**src/rtl/control_seq.sv**
```systemverilog
// Multi-cycle control sequencer for the Hmmm CPU: fetches, decodes the IR and
// drives one micro-step of bus/register/ALU/PC/memory strobes per clock.
module control_seq #(
    parameter int WIDTH     = 16,
    parameter int REG_SEL_W = 4,
    parameter int WAIT_MAX  = 15
) (
    input  logic                 clk,
    input  logic                 rst,
    input  logic                 run,
    input  logic                 step,
    input  logic                 mem_ready,
    input  logic [WIDTH-1:0]     ir_data,
    input  logic                 flag_z,
    input  logic                 flag_n,
    output logic                 mar_in,
    output logic                 mdr_in,
    output logic                 mdr_out,
    output logic                 mem_rd,
    output logic                 mem_wr,
    output logic                 pc_out,
    output logic                 pc_jump,
    output logic                 pc_increment,
    output logic                 tmp0_in,
    output logic                 tmp1_in,
    output logic                 alu_out,
    output logic                 flags_in,
    output logic [2:0]           alu_op,
    output logic [REG_SEL_W-1:0] reg_sel,
    output logic                 reg_in,
    output logic                 reg_out,
    output logic                 ir_in,
    output logic                 ir_out,
    output logic                 in_out,
    output logic                 out_in,
    output logic                 halt,
    output logic                 fault,
    output logic                 busy
);

    localparam int CNT_W = $clog2(WAIT_MAX + 1);

    typedef enum logic [3:0] {
        ST_IDLE  = 4'd0,
        ST_F0    = 4'd1,
        ST_F1    = 4'd2,
        ST_F2    = 4'd3,
        ST_E0    = 4'd4,
        ST_E1    = 4'd5,
        ST_E2    = 4'd6,
        ST_HALT  = 4'd7,
        ST_FAULT = 4'd8
    } state_t;

    state_t               state_r;
    state_t               state_s;
    logic [CNT_W-1:0]     wait_cnt_r;
    logic                 halt_r;
    logic                 fault_r;
    logic                 busy_r;

    logic [3:0]           opcode_s;
    logic [3:0]           sub_s;
    logic [3:0]           alu_idx_s;
    logic [REG_SEL_W-1:0] rx_s;
    logic [REG_SEL_W-1:0] ry_s;
    logic [REG_SEL_W-1:0] rz_s;
    logic                 is_sys_s;
    logic                 is_loadn_s;
    logic                 is_storen_s;
    logic                 is_alu_s;
    logic                 is_jcond_s;
    logic                 cond_s;
    logic                 mem_wait_s;
    logic                 timeout_s;
    state_t               done_s;

    assign opcode_s    = ir_data[WIDTH-1 -: 4];
    assign sub_s       = ir_data[3:0];
    assign rx_s        = ir_data[WIDTH-5 -: REG_SEL_W];
    assign ry_s        = ir_data[WIDTH-5-REG_SEL_W -: REG_SEL_W];
    assign rz_s        = ir_data[WIDTH-5-2*REG_SEL_W -: REG_SEL_W];
    assign alu_idx_s   = opcode_s - 4'd6;
    assign is_sys_s    = (opcode_s == 4'd0);
    assign is_loadn_s  = (opcode_s == 4'd2);
    assign is_storen_s = (opcode_s == 4'd3);
    assign is_alu_s    = (opcode_s >= 4'd6) && (opcode_s <= 4'd10);
    assign is_jcond_s  = (opcode_s >= 4'd12);
    assign done_s      = run ? ST_F0 : ST_IDLE;

    // Jump condition selected by the low opcode bits: jeqzn, jnezn, jgtzn, jltzn
    always_comb begin
        cond_s = 1'b0;
        case (opcode_s[1:0])
            2'd0:    cond_s = flag_z;
            2'd1:    cond_s = !flag_z;
            2'd2:    cond_s = !flag_z && !flag_n;
            2'd3:    cond_s = flag_n;
            default: cond_s = 1'b0;
        endcase
    end

    assign mem_wait_s = (state_r == ST_F1)
                     || ((state_r == ST_E1) && is_loadn_s)
                     || ((state_r == ST_E2) && is_storen_s);
    assign timeout_s  = mem_wait_s && !mem_ready
                     && (wait_cnt_r == CNT_W'(WAIT_MAX - 1));

    // Next-state logic
    always_comb begin
        state_s = state_r;
        case (state_r)
            ST_IDLE: begin
                if (run || step) begin
                    state_s = ST_F0;
                end else begin
                    state_s = ST_IDLE;
                end
            end
            ST_F0: state_s = ST_F1;
            ST_F1: begin
                if (mem_ready) begin
                    state_s = ST_F2;
                end else if (timeout_s) begin
                    state_s = ST_FAULT;
                end else begin
                    state_s = ST_F1;
                end
            end
            ST_F2: state_s = ST_E0;
            ST_E0: begin
                case (opcode_s)
                    4'd0: begin
                        if (sub_s == 4'd0) begin
                            state_s = ST_HALT;
                        end else begin
                            state_s = done_s;
                        end
                    end
                    4'd1, 4'd11:  state_s = done_s;
                    4'd4, 4'd5:   state_s = ST_FAULT;
                    default:      state_s = ST_E1;
                endcase
            end
            ST_E1: begin
                if (!is_loadn_s || mem_ready) begin
                    state_s = ST_E2;
                end else if (timeout_s) begin
                    state_s = ST_FAULT;
                end else begin
                    state_s = ST_E1;
                end
            end
            ST_E2: begin
                if (!is_storen_s || mem_ready) begin
                    state_s = done_s;
                end else if (timeout_s) begin
                    state_s = ST_FAULT;
                end else begin
                    state_s = ST_E2;
                end
            end
            ST_HALT:  state_s = ST_HALT;
            ST_FAULT: state_s = ST_FAULT;
            default:  state_s = ST_IDLE;
        endcase
    end

    // State register
    always_ff @(posedge clk or negedge rst) begin
        if (!rst) begin
            state_r <= ST_IDLE;
        end else begin
            state_r <= state_s;
        end
    end

    // Memory wait counter; any exit from a wait state leaves it cleared
    always_ff @(posedge clk or negedge rst) begin
        if (!rst) begin
            wait_cnt_r <= '0;
        end else if (mem_wait_s && !mem_ready && !timeout_s) begin
            wait_cnt_r <= wait_cnt_r + CNT_W'(1);
        end else begin
            wait_cnt_r <= '0;
        end
    end

    // Status flags registered alongside the state they describe
    always_ff @(posedge clk or negedge rst) begin
        if (!rst) begin
            halt_r  <= 1'b0;
            fault_r <= 1'b0;
            busy_r  <= 1'b0;
        end else begin
            halt_r  <= (state_s == ST_HALT);
            fault_r <= (state_s == ST_FAULT);
            busy_r  <= (state_s != ST_IDLE) && (state_s != ST_HALT)
                    && (state_s != ST_FAULT);
        end
    end

    assign halt  = halt_r;
    assign fault = fault_r;
    assign busy  = busy_r;

    // Per-state strobe decode; execute steps read the freshly loaded IR
    always_comb begin
        mar_in       = 1'b0;
        mdr_in       = 1'b0;
        mdr_out      = 1'b0;
        mem_rd       = 1'b0;
        mem_wr       = 1'b0;
        pc_out       = 1'b0;
        pc_jump      = 1'b0;
        pc_increment = 1'b0;
        tmp0_in      = 1'b0;
        tmp1_in      = 1'b0;
        alu_out      = 1'b0;
        flags_in     = 1'b0;
        alu_op       = 3'd0;
        reg_sel      = '0;
        reg_in       = 1'b0;
        reg_out      = 1'b0;
        ir_in        = 1'b0;
        ir_out       = 1'b0;
        in_out       = 1'b0;
        out_in       = 1'b0;
        case (state_r)
            ST_F0: begin
                pc_out = 1'b1;
                mar_in = 1'b1;
            end
            ST_F1: begin
                mem_rd = 1'b1;
                mdr_in = mem_ready;
            end
            ST_F2: begin
                mdr_out      = 1'b1;
                ir_in        = 1'b1;
                pc_increment = 1'b1;
            end
            ST_E0: begin
                if (is_sys_s) begin
                    case (sub_s)
                        4'd1: begin
                            in_out  = 1'b1;
                            reg_in  = 1'b1;
                            reg_sel = rx_s;
                        end
                        4'd2: begin
                            reg_out = 1'b1;
                            reg_sel = rx_s;
                            out_in  = 1'b1;
                        end
                        4'd3: begin
                            reg_out = 1'b1;
                            reg_sel = rx_s;
                            pc_jump = 1'b1;
                        end
                        default: reg_sel = '0;
                    endcase
                end else if (opcode_s == 4'd1) begin
                    ir_out  = 1'b1;
                    reg_in  = 1'b1;
                    reg_sel = rx_s;
                end else if (is_loadn_s || is_storen_s) begin
                    ir_out = 1'b1;
                    mar_in = 1'b1;
                end else if (is_alu_s) begin
                    reg_out = 1'b1;
                    reg_sel = ry_s;
                    tmp0_in = 1'b1;
                end else if (opcode_s == 4'd11) begin
                    ir_out  = 1'b1;
                    pc_jump = 1'b1;
                end else if (is_jcond_s) begin
                    reg_out = 1'b1;
                    reg_sel = rx_s;
                    tmp0_in = 1'b1;
                end else begin
                    reg_sel = '0;
                end
            end
            ST_E1: begin
                if (is_loadn_s) begin
                    mem_rd = 1'b1;
                    mdr_in = mem_ready;
                end else if (is_storen_s) begin
                    reg_out = 1'b1;
                    reg_sel = rx_s;
                    mdr_in  = 1'b1;
                end else if (is_alu_s) begin
                    reg_out = 1'b1;
                    reg_sel = rz_s;
                    tmp1_in = 1'b1;
                end else if (is_jcond_s) begin
                    alu_op   = 3'd5;
                    flags_in = 1'b1;
                end else begin
                    reg_sel = '0;
                end
            end
            ST_E2: begin
                if (is_loadn_s) begin
                    mdr_out = 1'b1;
                    reg_in  = 1'b1;
                    reg_sel = rx_s;
                end else if (is_storen_s) begin
                    mem_wr = 1'b1;
                end else if (is_alu_s) begin
                    alu_out  = 1'b1;
                    alu_op   = alu_idx_s[2:0];
                    reg_in   = 1'b1;
                    reg_sel  = rx_s;
                    flags_in = 1'b1;
                end else if (is_jcond_s && cond_s) begin
                    ir_out  = 1'b1;
                    pc_jump = 1'b1;
                end else begin
                    reg_sel = '0;
                end
            end
            default: reg_sel = '0;
        endcase
    end

endmodule

```
**config.mk**
```make
export PLATFORM = sky130hd
export DESIGN_NAME = control_seq
export DESIGN_NICKNAME = d
export VERILOG_FILES = /design/src/rtl/control_seq.sv
export SDC_FILE = /design/constraint.sdc
export NUM_CORES = 1
export LEC_CHECK = 0
export ABC_AREA = 1
export BUFFER_PORTS_ARGS = -buffer_cell sky130_fd_sc_hd__buf_2
export CORE_ASPECT_RATIO = 0.9
export CORE_MARGIN = 5
export CORE_UTILIZATION = 44
export DETAILED_ROUTE_END_ITERATION = 6
export GPL_TIMING_DRIVEN = 0
export PLACE_DENSITY = 0.76
export REMOVE_ABC_BUFFERS = 1
export SLEW_MARGIN = 10
export SYNTH_ARGS = -nofsm -noshare
export SYNTH_HDL_FRONTEND = slang
export SYNTH_SLANG_ARGS = --single-unit
```
**constraint.sdc**
```tcl
create_clock -name clk -period 1.5 [get_ports clk]
set_input_delay 0.15 -clock clk [delete_from_list [all_inputs] [get_ports clk]]
set_output_delay 0.15 -clock clk [all_outputs]
set_load 0.02 [all_outputs]
```
==> impl_metrics.env, run 1 <==
export IMPL_slew_limit_headroom_pct=78.9
export IMPL_critPathMaxFanout=4
export IMPL_first_global_vias=1575
export IMPL_crit_path_end_kind="output pin"
export IMPL_initial_core_util_pct=46.2
export IMPL_final_common_cell="nand2_1"
export IMPL_cts_made_buffers=3
export IMPL_die_x_um=66.9
export IMPL_setup_violations=29
export IMPL_ant_nets=0
export IMPL_peakVddDrop_uv=1250
export IMPL_p_per_area_nw_per_um2=1310
export IMPL_finalCritPeriodShare_pct=129
export IMPL_fin_skew_ns=0.00751
export IMPL_antenna_cells=0
export IMPL_cts_tree="built"
export IMPL_grt_use_total_pct=22.4
export IMPL_leakage_nw=1.15
export IMPL_nets=320
export IMPL_syn_area_per_cell_um2=5.93
export IMPL_cts_buffer_depth=2
export IMPL_finalHoldViolCount=0
export IMPL_rsz0062_at_grt="yes"
export IMPL_fp_row_count=18
export IMPL_routed_wl_um=4990
export IMPL_cp_top_family="buffers and inverters"
export IMPL_multi_input_area_um2=1040
export IMPL_ys_flop_type="dfrtp_1"
export IMPL_fp_dieH_um=61.2
export IMPL_drive_gt1_share_pct=52.9
export IMPL_clk_transition_reported_paths_ns=0.08
export IMPL_r2r_end="busy$_DFF_PN0_"
export IMPL_clock_fmax_mhz=519
export IMPL_ys_ff_latch=11
export IMPL_max_cap_violations=0
export IMPL_grt_max_degree=12
export IMPL_crit_path_start_kind="register"
export IMPL_outcome="finished, violations left"
export IMPL_yosys_warnings=0
export IMPL_cts_sinks=11
export IMPL_r2r_start="state_r[0]$_DFF_PN0_"
export IMPL_core_um2=2770
export IMPL_synth_simple_area_share_pct=50.4
export IMPL_most_common_layout_cells="49 x nand2_1, 27 x buf_4, 26 x buf_2, 22 x inv_1, 21 x buf_6"
export IMPL_clock_root_buffer="clkbuf_4"
export IMPL_die_area_um2=4090
export IMPL_slew_violations=0
export IMPL_critPathRequiredTime_ns=1.35
export IMPL_place_area_um2=1570
export IMPL_async_flop_share_pct=100
export IMPL_r2r_slack_ns=-0.21
export IMPL_antenna_found_initial=0
export IMPL_synthesis_instances=216
export IMPL_crit_chain="buf_6 -> nand2_4 -> nor2_4 -> inv_4 -> o211ai_1 -> buf_4 -> nand2_1 -> nand3_2 -> buf_6"
export IMPL_tightest_slew_ns=0.315
export IMPL_register_area_um2=278
export IMPL_grt_pass1_wl_um=7070
export IMPL_violations="negative setup slack"
export IMPL_synth_xor_area_share_pct=1.37
export IMPL_critPathArrivalTime_ns=1.78
export IMPL_clock_latency_ns=0.28
export IMPL_cp_num_buf_inv=4
export IMPL_critical_path_max_stage_delay_ns=0.47
export IMPL_crit_slowest_cell="dfrtp_2"
export IMPL_synth_top_family_by_area="simple AND/OR/NAND/NOR gates"
export IMPL_synth_adder_area_share_pct=2.93
export IMPL_cts_max_level=1
export IMPL_vias=1784
export IMPL_hold_class="input port to async pin"
export IMPL_final_cell_area_um2=2130
export IMPL_path_common_cell="buf_6"
export IMPL_io_buffers=50
export IMPL_gp_congestion=0.851
export IMPL_crit_type="register to output pin"
export IMPL_drcViolationCount=0
export IMPL_synth_mux_area_share_pct=0
export IMPL_area_delta_synth_final_pct=66.2
export IMPL_rr_worst_depth=11
export IMPL_detail_route_first_pass_iterations=5
export IMPL_ys_seq_area_share_pct=21.5
export IMPL_fin_ws_ns=-0.428
export IMPL_period_needed_ns=1.93
export IMPL_routedWlPerCell_um=15.0
export IMPL_netlist_cell_type_count=27
export IMPL_overflow=0
export IMPL_pin_count=51
export IMPL_fillCellCount=188
export IMPL_synthesis_area_um2=1280
export IMPL_finalHoldWorstSlack_ns=0.269
export IMPL_power_total_mw=2.79
export IMPL_synth_compound_area_share_pct=11.2
export IMPL_drt_iter0_drc=152
export IMPL_hpwl_um=2850
export IMPL_viasPerCell=5.36
export IMPL_synth_edf_count=0
registers in the layout (all words and copies together), names as in the netlist:
name and flops:
state_r 4, wait_cnt_r 4, busy 1, fault 1, halt 1
Yosys cell counts (2+ instances only):
cell,instances,share of area [%]
buf_4,2,1.2
o21ai_0,9,3.5
inv_2,12,3.5
ha_1,3,2.9
nand3_2,2,1.6
nand2_1,56,16
dfrtp_1,11,22
a21oi_1,9,3.5
nor3_1,3,1.2
nand3_1,24,9.4
nor2_1,26,7.6
inv_1,25,7.3
nand2_2,9,4.4
nor2_2,10,4.9
nor2_4,2,1.8
nand4_1,2,0.98
worst max-delay path by stage:
stage	startpoint	to	slack, ns	cells past startpoint
5_1_grt	state_r[1]$_DFF_PN0_	reg_sel[3]	-0.46	9
4_1_cts	state_r[0]$_DFF_PN0_	reg_sel[0]	-0.26	9
3_5_place_dp	state_r[0]$_DFF_PN0_	reg_sel[2]	-0.26	8
3_3_place_gp	state_r[0]$_DFF_PN0_	reg_sel[1]	-0.29	8
6_report	state_r[0]$_DFF_PN0_	reg_sel[3]	-0.43	9
2_1_floorplan	state_r[3]$_DFF_PN0_	alu_op[0]	-0.12	7
cells by family after synthesis:
| family | count (synthesis) |
|---|---|
| DFF | 11 |
| buffers and inverters | 40 |
| AOI/OAI and AO/OA | 24 |
| xor gates and xnor gates | 2 |
| adders and majority gates | 3 |
| and+or+nand+nor | 136 |
metal layers:
layer / GRT usage [%] / share of wire [%] / wire length [um] / vias to the layer above
met1: 27.1 / 39 / 1950 / 818
met2: 40.1 / 49 / 2460 / 110
met4: 6.07 / 2.0 / 99 / 0
met5: 0 / 0 / 0 / -
li1: - / - / - / 844
met3: 5.47 / 9.6 / 480 / 12
area by class of cell:
| type | instances | area share [%] |
|---|---|---|
| inverters | 38 | 7.18 |
| well taps | 40 | 2.35 |
| repair buffers | 75 | 27.2 |
| clock inverters | 1 | 0.235 |
| multi-input cells | 165 | 48.9 |
| flip-flops and latches | 11 | 13.1 |
| clock buffers | 3 | 1.06 |
what timing repair did:
action                                  CTS  global route
pin swaps                                13            10
setup buffers                            21             4
endpoints found under the setup margin   24            35
gates cloned                              0             0
resized for setup                        69            35
hold buffers                              1             0
endpoints found under the hold margin    11             0
report_power, final:
group,leakage (nW),switching (mW),internal [mW]
logic,0.993,1.22,0.885
registers,0.143,0.0988,0.382
clock network,0.0177,0.110,0.0989
total,1.15,1.42,1.37
metrics by stage:
| step | worst slack [ns] | cells | TNS (ns) | utilization, % |
|---|---|---|---|---|
| 5_1_grt | -0.461 | 333 | -7.84 | 76.8 |
| 6_report | -0.428 | 333 | -5.88 | 76.8 |
| 4_1_cts | -0.261 | 330 | -3.26 | 71.3 |
| 3_5_place_dp | -0.261 | 304 | -1.92 | 56.5 |
| 2_1_floorplan | -0.123 | 214 | -0.416 | - |
| 3_3_place_gp | -0.287 | 304 | -1.92 | 56.5 |
Note: power is estimated with default switching activity, not from simulation.
==> inputs of run 2 (changes only) <==
--- a/config.mk
+++ b/config.mk
@@ -12,7 +12,7 @@
 export CORE_UTILIZATION = 44
 export DETAILED_ROUTE_END_ITERATION = 6
 export GPL_TIMING_DRIVEN = 0
-export PLACE_DENSITY = 0.76
+export PLACE_DENSITY = 0.88
 export REMOVE_ABC_BUFFERS = 1
 export SLEW_MARGIN = 10
 export SYNTH_ARGS = -nofsm -noshare
==> run 2 against run 1 <==
  * The flow still finishes with violations (negative setup slack)
  * Hold slack improved by 0.0078 ns
  * First-iteration DRC count up 54%
  * Global-route usage fell by 1.2 points
  * Setup slack improved by 0.032 ns
  * Critical path depth unchanged
  * Clock skew is essentially flat
  * Critical path type unchanged
  * Critical endpoint unchanged
  * Largest power group unchanged
  * Highest routed layer unchanged
==> impl_metrics.env, run 2 (synthesized netlist as in run 1, its figures left out) <==
export IMPL_fin_ws_ns=-0.396
export IMPL_violations="negative setup slack"
export IMPL_rsz0062_at_grt="yes"
export IMPL_hold_class="input port to async pin"
export IMPL_ant_nets=0
export IMPL_cts_max_level=1
export IMPL_place_area_um2=1570
export IMPL_fin_skew_ns=0.00786
export IMPL_drive_gt1_share_pct=53.4
export IMPL_p_per_area_nw_per_um2=1300
export IMPL_cts_tree="built"
export IMPL_setup_violations=36
export IMPL_internal_power_mw=1.41
export IMPL_slew_limit_headroom_pct=72.9
export IMPL_cts_buffer_depth=2
export IMPL_crit_type="register to output pin"
export IMPL_utilization_pct=79.4
export IMPL_outcome="finished, violations left"
export IMPL_clk_transition_reported_paths_ns=0.07
export IMPL_final_common_cell="nand2_1"
export IMPL_die_x_um=66.9
export IMPL_swShare_pct=50.7
export IMPL_io_buffers=50
export IMPL_final_cell_area_um2=2200
export IMPL_switching_power_mw=1.45
export IMPL_drcViolationCount=0
export IMPL_gp_congestion=0.872
export IMPL_tightest_slew_ns=0.407
export IMPL_reg_largest_list="state_r x4, wait_cnt_r x4"
export IMPL_antenna_found_initial=0
export IMPL_area_delta_synth_final_pct=71.8
export IMPL_fp_row_count=18
export IMPL_critPathArrivalTime_ns=1.75
export IMPL_critPathMaxFanout=5
export IMPL_die_area_um2=4090
export IMPL_grt_pass1_wl_um=6820
export IMPL_pin_count=51
export IMPL_multi_input_area_um2=1050
export IMPL_antenna_cells=0
export IMPL_finalHoldViolCount=0
export IMPL_clock_root_buffer="clkbuf_4"
export IMPL_fillCellCount=161
export IMPL_period_needed_ns=1.90
export IMPL_drt_iter0_drc=234
export IMPL_cts_made_buffers=3
export IMPL_leakage_nw=1.18
export IMPL_fp_dieH_um=61.2
export IMPL_core_um2=2770
export IMPL_vias=1922
export IMPL_stdcell_count=338
export IMPL_viasPerCell=5.69
export IMPL_clock_latency_ns=0.28
export IMPL_crit_path_start_kind="register"
export IMPL_register_area_um2=278
export IMPL_grt_use_total_pct=21.2
export IMPL_hpwl_um=2830
export IMPL_overflow=0
export IMPL_pwr_share_seq_pct=17.0
export IMPL_routedWlPerCell_um=16.4
export IMPL_crit_path_end_kind="output pin"
export IMPL_initial_core_util_pct=46.2
export IMPL_nets=325
export IMPL_placed_cells_incl_taps=304
export IMPL_detail_route_first_pass_iterations=5
export IMPL_cts_sinks=11
export IMPL_finalCritPeriodShare_pct=126
export IMPL_slew_violations=0
export IMPL_max_cap_violations=0
export IMPL_first_global_vias=1633
export IMPL_most_common_layout_cells="50 x nand2_1, 28 x buf_4, 26 x buf_6, 25 x buf_2, 23 x inv_1"
export IMPL_grt_max_degree=12
export IMPL_peakVddDrop_uv=1410
export IMPL_combPwrFrac_pct=75.7
export IMPL_routed_wl_um=5560
export IMPL_pwr_share_clk_pct=7.3
export IMPL_clock_fmax_mhz=527
export IMPL_critPathRequiredTime_ns=1.35
-- run 2: changes by cell type in the layout (fill, tap and decap cells not counted), moves of 2 or more --
cell,previous run,this run
inv_2,12,10
nor2_1,18,16
a21oi_1,8,6
nand2_2,13,11
buf_6,21,26
o21ai_1,1,3
a21oi_2,1,3
-- run 2: through the flow --
stage	total power, mW	setup slack, ns	setup TNS, ns	hold slack, ns
after floorplan	1.34	-0.123	-0.416	-0.146
after global placement	1.64	-0.277	-1.82	0.0211
after detailed placement	1.67	-0.284	-2.02	0.0245
after CTS	2.28	-0.249	-3.13	0.281
after global routing	2.99	-0.459	-9.90	0.293
final	2.86	-0.396	-7.95	0.277
-- run 2: power groups by stage --
stage | Combinational [mW] | Sequential (mW) | Clock [mW]
floorplan | 0.855 | 0.486 | 0
global placement | 1.18 | 0.461 | 0
detailed placement | 1.20 | 0.467 | 0
CTS | 1.61 | 0.464 | 0.199
global route | 2.27 | 0.490 | 0.226
finish | 2.16 | 0.486 | 0.209
-- run 2: metal layers --
metal  part of all wire [%]  vias up  global-route usage (%)
met3                     10       42                    5.84
met1                     38      886                    23.9
met4                    4.4        0                    8.09
met2                     48      145                    38.6
met5                      0        -                       0
li1                       -      849                       -
-- run 2: layout make-up --
cell class	count	share of cell area [%]
clock buffers	4	1.19
flip-flops and latches	11	12.6
repair buffers	80	29.0
multi-input cells	165	47.8
inverters	38	7.05
well taps	40	2.28
-- run 2: final timing paths --
kind	slack, ns	depth (start not counted)	start	to
setup / recovery	-0.40	9	state_r[1]$_DFF_PN0_	reg_sel[3]
setup reg to reg	-0.34	13	state_r[0]$_DFF_PN0_	busy$_DFF_PN0_
hold reg to reg	0.50	1	wait_cnt_r[0]$_DFF_PN0_	wait_cnt_r[0]$_DFF_PN0_
max in group asynchronous	1.00	2	rst	state_r[1]$_DFF_PN0_
hold / removal	0.28	2	rst	wait_cnt_r[0]$_DFF_PN0_
min in group clk	0.34	4	mem_ready	wait_cnt_r[3]$_DFF_PN0_
-- run 2: timing repair --
| action | CTS | global route |
|---|---|---|
| gates cloned | 0 | 0 |
| endpoints found under the hold margin | 11 | 0 |
| setup endpoints to repair | 24 | 35 |
| hold buffers | 1 | 0 |
| pin swaps | 11 | 13 |
| resized for setup | 52 | 61 |
| buffers inserted | 15 | 15 |
-- run 2: worst max-delay path, cell delays in order, from the launching register on --
cell and delay (ns):
dfrtp_2 0.48, inv_2 0.12, nand2_4 0.06, nor2_4 0.12, inv_4 0.06, o211ai_1 0.20, buf_4 0.19, nand2_2 0.06
nand3_2 0.06, buf_6 0.12
